$ cat src/rtl/sdr_bit_shifter_if.sv
// -----------------------------------------------------------------------------
// sdr_bit_shifter_if
//   Groups the strobe, command, SDA and result signals that connect the SDR
//   bit shifter to its controller, the SCL generator and the SDA pad mux.
//   Clock and reset are kept out of the interface and stay plain ports.
//
// Signals (direction as seen by the shifter, i.e. the slave modport)
//   i_scl_pos_edge       in   1-cycle strobe, SCL rose
//   i_scl_neg_edge       in   1-cycle strobe, SCL fell
//   i_sdr_scl_gen_pp_od  in   1 push-pull, 0 open-drain
//   i_start              in   start one frame
//   i_mode               in   00 WR, 01 RD, 10 ADDR, 11 illegal
//   i_tx_byte            in   byte to send
//   i_abort              in   synchronous abort
//   i_sda                in   synchronized SDA pad input
//   o_sda, o_sda_oe      out  SDA value and output enable
//   o_busy               out  frame in progress
//   o_done               out  1-cycle pulse, results valid
//   o_rx_byte, o_rx_t    out  sampled byte and T-bit (RD)
//   o_nack               out  sampled ACK level (ADDR)
//   o_err                out  1-cycle pulse, start with illegal mode
// -----------------------------------------------------------------------------
interface sdr_bit_shifter_if #(
    parameter int unsigned DATA_W = 8
) ();
    logic              i_scl_pos_edge;
    logic              i_scl_neg_edge;
    logic              i_sdr_scl_gen_pp_od;
    logic              i_start;
    logic [1:0]        i_mode;
    logic [DATA_W-1:0] i_tx_byte;
    logic              i_abort;
    logic              i_sda;
    logic              o_sda;
    logic              o_sda_oe;
    logic              o_busy;
    logic              o_done;
    logic [DATA_W-1:0] o_rx_byte;
    logic              o_rx_t;
    logic              o_nack;
    logic              o_err;

    // Controller / bench side.
    modport master (
        output i_scl_pos_edge, i_scl_neg_edge, i_sdr_scl_gen_pp_od, i_start, i_mode,
               i_tx_byte, i_abort, i_sda,
        input  o_sda, o_sda_oe, o_busy, o_done, o_rx_byte, o_rx_t, o_nack, o_err
    );

    // Shifter side.
    modport slave (
        input  i_scl_pos_edge, i_scl_neg_edge, i_sdr_scl_gen_pp_od, i_start, i_mode,
               i_tx_byte, i_abort, i_sda,
        output o_sda, o_sda_oe, o_busy, o_done, o_rx_byte, o_rx_t, o_nack, o_err
    );
endinterface

$ cat src/rtl/sdr_bit_shifter.sv
// -----------------------------------------------------------------------------
// sdr_bit_shifter
//   Bit-level SDR serializer/deserializer. Shifts DATA_W payload bits (MSB
//   first) plus a 9th bit (odd-parity T-bit for WR, ACK for ADDR, sampled
//   T-bit for RD) onto or off SDA. Bits are driven on SCL falling-edge strobes
//   and sampled on SCL rising-edge strobes from the SCL generator.
//
// Ports
//   i_sdr_ctrl_clk    system clock
//   i_sdr_ctrl_rst_n  asynchronous active-low reset
//   bus               sdr_bit_shifter_if.slave: strobes, command, SDA, results
//
// Frame: IDLE -> SHIFT (bits 0..DATA_W) -> HOLD (until next SCL fall) -> IDLE.
// All outputs are registered.
// -----------------------------------------------------------------------------
module sdr_bit_shifter #(
    parameter int unsigned DATA_W = 8,
    parameter int unsigned CNT_W  = 4
) (
    input  logic             i_sdr_ctrl_clk,
    input  logic             i_sdr_ctrl_rst_n,
    sdr_bit_shifter_if.slave bus
);

    typedef enum logic [1:0] {
        StIdle,
        StShift,
        StHold
    } state_e;

    typedef enum logic [1:0] {
        ModeWr   = 2'b00,
        ModeRd   = 2'b01,
        ModeAddr = 2'b10,
        ModeIll  = 2'b11
    } mode_e;

    // Bit position of the 9th (T/ACK) bit.
    localparam logic [CNT_W-1:0]  LastBit = CNT_W'(DATA_W);
    localparam logic [DATA_W-1:0] MsbOne  = {1'b1, {(DATA_W-1){1'b0}}};

    state_e            state_q;
    mode_e             mode_q;
    logic [CNT_W-1:0]  bit_cnt_q;
    logic [DATA_W-1:0] tx_q;
    logic              sda_q;
    logic              oe_q;
    logic              busy_q;
    logic              done_q;
    logic              err_q;
    logic [DATA_W-1:0] rx_byte_q;
    logic              rx_t_q;
    logic              nack_q;

    logic [DATA_W-1:0] sample_mask;

    // Selects the rx_byte bit for the position currently being sampled.
    assign sample_mask = MsbOne >> bit_cnt_q;

    // Returns {oe, sda} for bit position k of a frame.
    function automatic logic [1:0] drive_bit(input mode_e            mode,
                                             input logic [DATA_W-1:0] tx,
                                             input logic [CNT_W-1:0]  k,
                                             input logic              pp);
        logic              drive;
        logic              b;
        logic [DATA_W-1:0] shifted;
        drive   = 1'b0;
        b       = 1'b1;
        shifted = tx << k;
        if (k < LastBit) begin
            if (mode != ModeRd) begin
                drive = 1'b1;
                b     = shifted[DATA_W-1];
            end
        end else if (mode == ModeWr) begin
            drive = 1'b1;
            b     = ~^tx;
        end
        if (!drive) begin
            return 2'b01;
        end else if (pp) begin
            return {1'b1, b};
        end else begin
            // Open drain: only pull low, the pull-up supplies a 1.
            return {~b, 1'b0};
        end
    endfunction

    always_ff @(posedge i_sdr_ctrl_clk or negedge i_sdr_ctrl_rst_n) begin
        if (!i_sdr_ctrl_rst_n) begin
            state_q   <= StIdle;
            mode_q    <= ModeWr;
            bit_cnt_q <= '0;
            tx_q      <= '0;
            sda_q     <= 1'b1;
            oe_q      <= 1'b0;
            busy_q    <= 1'b0;
            done_q    <= 1'b0;
            err_q     <= 1'b0;
            rx_byte_q <= '0;
            rx_t_q    <= 1'b0;
            nack_q    <= 1'b0;
        end else begin
            done_q <= 1'b0;
            err_q  <= 1'b0;
            if (bus.i_abort) begin
                // Results are deliberately left untouched.
                state_q   <= StIdle;
                bit_cnt_q <= '0;
                sda_q     <= 1'b1;
                oe_q      <= 1'b0;
                busy_q    <= 1'b0;
            end else begin
                unique case (state_q)
                    StIdle: begin
                        if (bus.i_start) begin
                            if (mode_e'(bus.i_mode) == ModeIll) begin
                                err_q <= 1'b1;
                            end else begin
                                state_q   <= StShift;
                                mode_q    <= mode_e'(bus.i_mode);
                                tx_q      <= bus.i_tx_byte;
                                bit_cnt_q <= '0;
                                busy_q    <= 1'b1;
                                {oe_q, sda_q} <= drive_bit(mode_e'(bus.i_mode), bus.i_tx_byte,
                                                           '0, bus.i_sdr_scl_gen_pp_od);
                            end
                        end
                    end
                    StShift: begin
                        // A rising strobe wins over a coincident falling one.
                        if (bus.i_scl_pos_edge) begin
                            bit_cnt_q <= bit_cnt_q + 1'b1;
                            if (bit_cnt_q == LastBit) begin
                                if (mode_q == ModeRd) begin
                                    rx_t_q <= bus.i_sda;
                                end
                                if (mode_q == ModeAddr) begin
                                    nack_q <= bus.i_sda;
                                end
                                state_q <= StHold;
                                done_q  <= 1'b1;
                            end else if (mode_q == ModeRd) begin
                                rx_byte_q <= bus.i_sda ? (rx_byte_q | sample_mask)
                                                       : (rx_byte_q & ~sample_mask);
                            end
                        end else if (bus.i_scl_neg_edge) begin
                            {oe_q, sda_q} <= drive_bit(mode_q, tx_q, bit_cnt_q,
                                                       bus.i_sdr_scl_gen_pp_od);
                        end
                    end
                    StHold: begin
                        // bit_cnt stays saturated at DATA_W+1 here.
                        if (bus.i_scl_neg_edge && !bus.i_scl_pos_edge) begin
                            state_q <= StIdle;
                            sda_q   <= 1'b1;
                            oe_q    <= 1'b0;
                            busy_q  <= 1'b0;
                        end
                    end
                    default: begin
                        state_q <= StIdle;
                    end
                endcase
            end
        end
    end

    assign bus.o_sda     = sda_q;
    assign bus.o_sda_oe  = oe_q;
    assign bus.o_busy    = busy_q;
    assign bus.o_done    = done_q;
    assign bus.o_err     = err_q;
    assign bus.o_rx_byte = rx_byte_q;
    assign bus.o_rx_t    = rx_t_q;
    assign bus.o_nack    = nack_q;

endmodule

$ cat src/flat_wrapper.sv
// flat-port wrapper written by rule: the top's interface ports become plain ports
module sdr_bit_shifter_flat 
#(
    parameter int unsigned DATA_W = 8,
    parameter int unsigned CNT_W  = 4
)
  (i_sdr_ctrl_clk, i_sdr_ctrl_rst_n, bus_i_scl_pos_edge, bus_i_scl_neg_edge, bus_i_sdr_scl_gen_pp_od, bus_i_start, bus_i_mode, bus_i_tx_byte, bus_i_abort, bus_i_sda, bus_o_sda, bus_o_sda_oe, bus_o_busy, bus_o_done, bus_o_rx_byte, bus_o_rx_t, bus_o_nack, bus_o_err);
  sdr_bit_shifter_if #(.DATA_W(DATA_W)) bus_i ();
  input  logic i_sdr_ctrl_clk;
  input  logic i_sdr_ctrl_rst_n;
  input wire logic [$bits(bus_i.i_scl_pos_edge)-1:0] bus_i_scl_pos_edge;
  input wire logic [$bits(bus_i.i_scl_neg_edge)-1:0] bus_i_scl_neg_edge;
  input wire logic [$bits(bus_i.i_sdr_scl_gen_pp_od)-1:0] bus_i_sdr_scl_gen_pp_od;
  input wire logic [$bits(bus_i.i_start)-1:0] bus_i_start;
  input wire logic [$bits(bus_i.i_mode)-1:0] bus_i_mode;
  input wire logic [$bits(bus_i.i_tx_byte)-1:0] bus_i_tx_byte;
  input wire logic [$bits(bus_i.i_abort)-1:0] bus_i_abort;
  input wire logic [$bits(bus_i.i_sda)-1:0] bus_i_sda;
  output wire logic [$bits(bus_i.o_sda)-1:0] bus_o_sda;
  output wire logic [$bits(bus_i.o_sda_oe)-1:0] bus_o_sda_oe;
  output wire logic [$bits(bus_i.o_busy)-1:0] bus_o_busy;
  output wire logic [$bits(bus_i.o_done)-1:0] bus_o_done;
  output wire logic [$bits(bus_i.o_rx_byte)-1:0] bus_o_rx_byte;
  output wire logic [$bits(bus_i.o_rx_t)-1:0] bus_o_rx_t;
  output wire logic [$bits(bus_i.o_nack)-1:0] bus_o_nack;
  output wire logic [$bits(bus_i.o_err)-1:0] bus_o_err;
  assign bus_i.i_scl_pos_edge = bus_i_scl_pos_edge;
  assign bus_i.i_scl_neg_edge = bus_i_scl_neg_edge;
  assign bus_i.i_sdr_scl_gen_pp_od = bus_i_sdr_scl_gen_pp_od;
  assign bus_i.i_start = bus_i_start;
  assign bus_i.i_mode = bus_i_mode;
  assign bus_i.i_tx_byte = bus_i_tx_byte;
  assign bus_i.i_abort = bus_i_abort;
  assign bus_i.i_sda = bus_i_sda;
  assign bus_o_sda = bus_i.o_sda;
  assign bus_o_sda_oe = bus_i.o_sda_oe;
  assign bus_o_busy = bus_i.o_busy;
  assign bus_o_done = bus_i.o_done;
  assign bus_o_rx_byte = bus_i.o_rx_byte;
  assign bus_o_rx_t = bus_i.o_rx_t;
  assign bus_o_nack = bus_i.o_nack;
  assign bus_o_err = bus_i.o_err;
  sdr_bit_shifter #(.DATA_W(DATA_W), .CNT_W(CNT_W)) u_core (.i_sdr_ctrl_clk(i_sdr_ctrl_clk), .i_sdr_ctrl_rst_n(i_sdr_ctrl_rst_n), .bus(bus_i));
endmodule
$ cat config.mk
export PLATFORM = sky130hd
export DESIGN_NAME = sdr_bit_shifter_flat
export DESIGN_NICKNAME = d
export VERILOG_FILES = /design/src/rtl/sdr_bit_shifter_if.sv /design/src/rtl/sdr_bit_shifter.sv /design/src/flat_wrapper.sv
export SDC_FILE = /design/constraint.sdc
export NUM_CORES = 1
export LEC_CHECK = 0
export BUFFER_PORTS_ARGS = -buffer_cell sky130_fd_sc_hd__buf_2
export CORE_MARGIN = 2
export CORE_UTILIZATION = 55
export DETAILED_ROUTE_END_ITERATION = 10
export PLACE_DENSITY_LB_ADDON = 0.15
export SYNTH_ARGS = -nofsm -noshare
export SYNTH_HDL_FRONTEND = slang
export SYNTH_SLANG_ARGS = --single-unit
$ cat constraint.sdc
create_clock -name i_sdr_ctrl_clk -period 2.4 [get_ports i_sdr_ctrl_clk]
set_input_delay 0.36 -clock i_sdr_ctrl_clk [delete_from_list [all_inputs] [get_ports i_sdr_ctrl_clk]]
set_output_delay 0.36 -clock i_sdr_ctrl_clk [all_outputs]
set_load 0.01 [all_outputs]
==> flow_summary_export.csv <==
group,metric,value,unit
outcome,status,"complete, no violations",
synth,synth-edff-count,0,
global_routing,grt_pass1_wl,5.84,mm
drt,drt_iter0_markers,62,
critical_path,crit_required,2.62,ns
placement,place_hpwl,2.65,mm
critical_path,critPathMaxFanout,8,
synth,syn-num-nets,193,
global_routing,track_usage,21.9,%
drt,first_pass_iters,4,
global_routing,grt_antenna_before_repair,0,
clocking,post_cts_resized,0,
power,pwr-share-seq,37.2,%
critical_path,worstPathArrival,2.33,ns
synth,synth.area.top_cells,"dfrtp_1, mux2_2, ha_1",
clocking,clkSinkCount,31,
timing,rsz0062_at_grt,"no",
power,switching_share,37.6,%
clocking,ctsHoldBuffers,0,
clocking,numCtsBuffers,5,
power,peakVddDrop,0.518,mV
timing,fin_crit_sh,87.9,%
drt,via_per_inst,5.44,
final_layout,syn_to_final_growth,15.8,%
die,die_h,60.5,µm
timing,max_slew.worst_pin.slew,0.696,ns
die,initial_core_util,57.5,%
clocking,clk_pin_slew,0.10,ns
power,power_density,1050,mW/mm²
run,max_cap_viol_count,0,
timing,hold_viol,0,
critical_path,endpoint_kind,"register",
synth,synth_top_area_share,42.8,%
final_layout,nNetsFinal,230,
global_routing,grt_pass1_vias,1383,
die,fp.coreArea,0.00305,mm²
drt,wl_per_cell,14.1,µm
clocking,cts_max_level,2,
final_layout,diodes,0,
synth,synth_warnings,0,
timing,slew_headroom,53.6,%
clocking,postCtsSetupBuffers,0,
power,internal-power,1.33,mW
power,pwr-share-comb,46.3,%
timing,fin_setup_tns,0,ns
die,die_w,60.5,µm
timing,fin_hold_ws,0.0640,ns
synth,synth_top_area_cell,"dfrtp_1",
worst_hold_path,hp-class,"in -> async",
die,fp-row-count,20,
final_layout,layout_commonest_cell,"buf_2",
timing,fmax,474,MHz
die,dieArea,0.00366,mm²
power,switchingPower,800,µW
power,leakagePower,0.980,nW
synth,synth_seq_cells,31,
critical_path,critical_path_class,"reg -> reg",
power,power.total,2.13,mW
power,p_clk_share,16.5,%
drt,drc_errors,0,
timing,finalClockSkew,0.0125,ns
synth,post_synth.cell_area_avg,10.6,µm²
global_routing,grt.overflow.total,0,
global_routing,grt_start_max_net_pins,32,
clocking,clock_path_buffers,2,
placement,gp_congestion,0.854,
timing,drv_slew,0,
synth,synth_ff_type,"dfrtp_1",
timing,setup_viol,0,
placement,portBuffers,32,
clocking,clkLatencyLatePin,0.33,ns
die,ios,33,
synth,synth.distinct_cells,41,
final_layout,layout.cells.non_filler,247,
synth,yosysSeqAreaShare,44.3,%
timing,fin_crit,2.11,ns
synth,syn_inst,165,
synth,synthesis.area,0.00176,mm²
drt,antenna_left,0,
placement,place_inst,239,
synth,async_flop_share,100,%
clocking,cts-root-buf,"clkbuf_4",
final_layout,mostFrequentLayoutCells,"buf_2, dfrtp_1, nand2_1, mux2_2, nor2_1",
final_layout,drive_gt1_share,31.5,%
drt,via_count,1343,
critical_path,rr_worst_depth,7,
critical_path,critPathLaunchType,"register",
drt,wirelength,3.49,mm
clocking,cts_tree,"built",
-- power by group through the flow --
| stage | Combinational [mW] | Sequential (mW) | Clock [mW] |
|---|---|---|---|
| global route | 1.09 | 0.817 | 0.381 |
| detailed placement | 0.981 | 0.805 | 0 |
| CTS | 0.989 | 0.793 | 0.358 |
| finish | 0.984 | 0.791 | 0.351 |
| floorplan | 0.744 | 0.801 | 0 |
| global placement | 0.942 | 0.796 | 0 |
-- per-layer routing --
layer	track usage [%]	wire, µm	up-vias
li1	-	-	644
met1	24.9	1520	652
met2	39.1	1740	40
met3	4.48	156	7
met4	10.9	78	0
met5	0	0	-
-- layout make-up --
cell class | count | area [µm²]
well taps | 44 | 55.1
inverters | 10 | 37.5
multi-input cells | 121 | 926
flip-flops and latches | 31 | 777
repair buffers | 33 | 168
fillers | 262 | 1020
clock buffers | 8 | 68.8
-- path summary, 6_finish.rpt --
path / start / end / slack [ns]
max in group asynchronous: i_sdr_ctrl_rst_n / u_core.bit_cnt_q[2] / 1.88
min in group i_sdr_ctrl_clk: bus_i_tx_byte[3] / u_core.tx_q[3] / 0.26
min reg2reg: register / register / 0.50
min: i_sdr_ctrl_rst_n / u_core.bus.o_busy / 0.06
max: u_core.state_q[1] / u_core.bit_cnt_q[3] / 0.29
max reg2reg: u_core.state_q[1] / u_core.bit_cnt_q[3] / 0.29
-- synth_stat cells, drive strengths merged (5+ instances only) --
library cell,number
xnor2,7
a21oi,5
nand3,5
nand2b,6
nand2,18
dfrtp,30
mux2,20
inv,10
ha,10
nor2,14
o21ai,6
mux2i,5
-- critical path: stages (launching register included) --
cell	delay, ns
dfrtp_1	0.41
inv_1	0.12
ha_1	0.31
mux2_2	0.37
o22ai_1	0.47
nor3_1	0.11
a21oi_1	0.14
o21ai_0	0.08
-- per-stage QoR --
step,area (µm²),util [%],setup WS [ns]
2_1_floorplan,1760,-,0.568
3_3_place_gp,1960,64.3,0.460
6_report,2030,66.6,0.291
4_1_cts,2030,66.6,0.304
5_1_grt,2030,66.6,0.158
3_5_place_dp,1960,64.3,0.328
-- cell families after synthesis --
logic type	count (synthesis)	share of synthesized area, %
AND/OR/NAND/NOR	54	16.1
flip-flops	31	44.3
multiplexers	26	17.0
AO/OA/AOI/OAI	24	9.05
buffers and inverters	13	2.99
adder cells (fa/ha/maj)	10	7.13
XOR/XNOR	7	3.49
(Power assumes the default switching activity.)
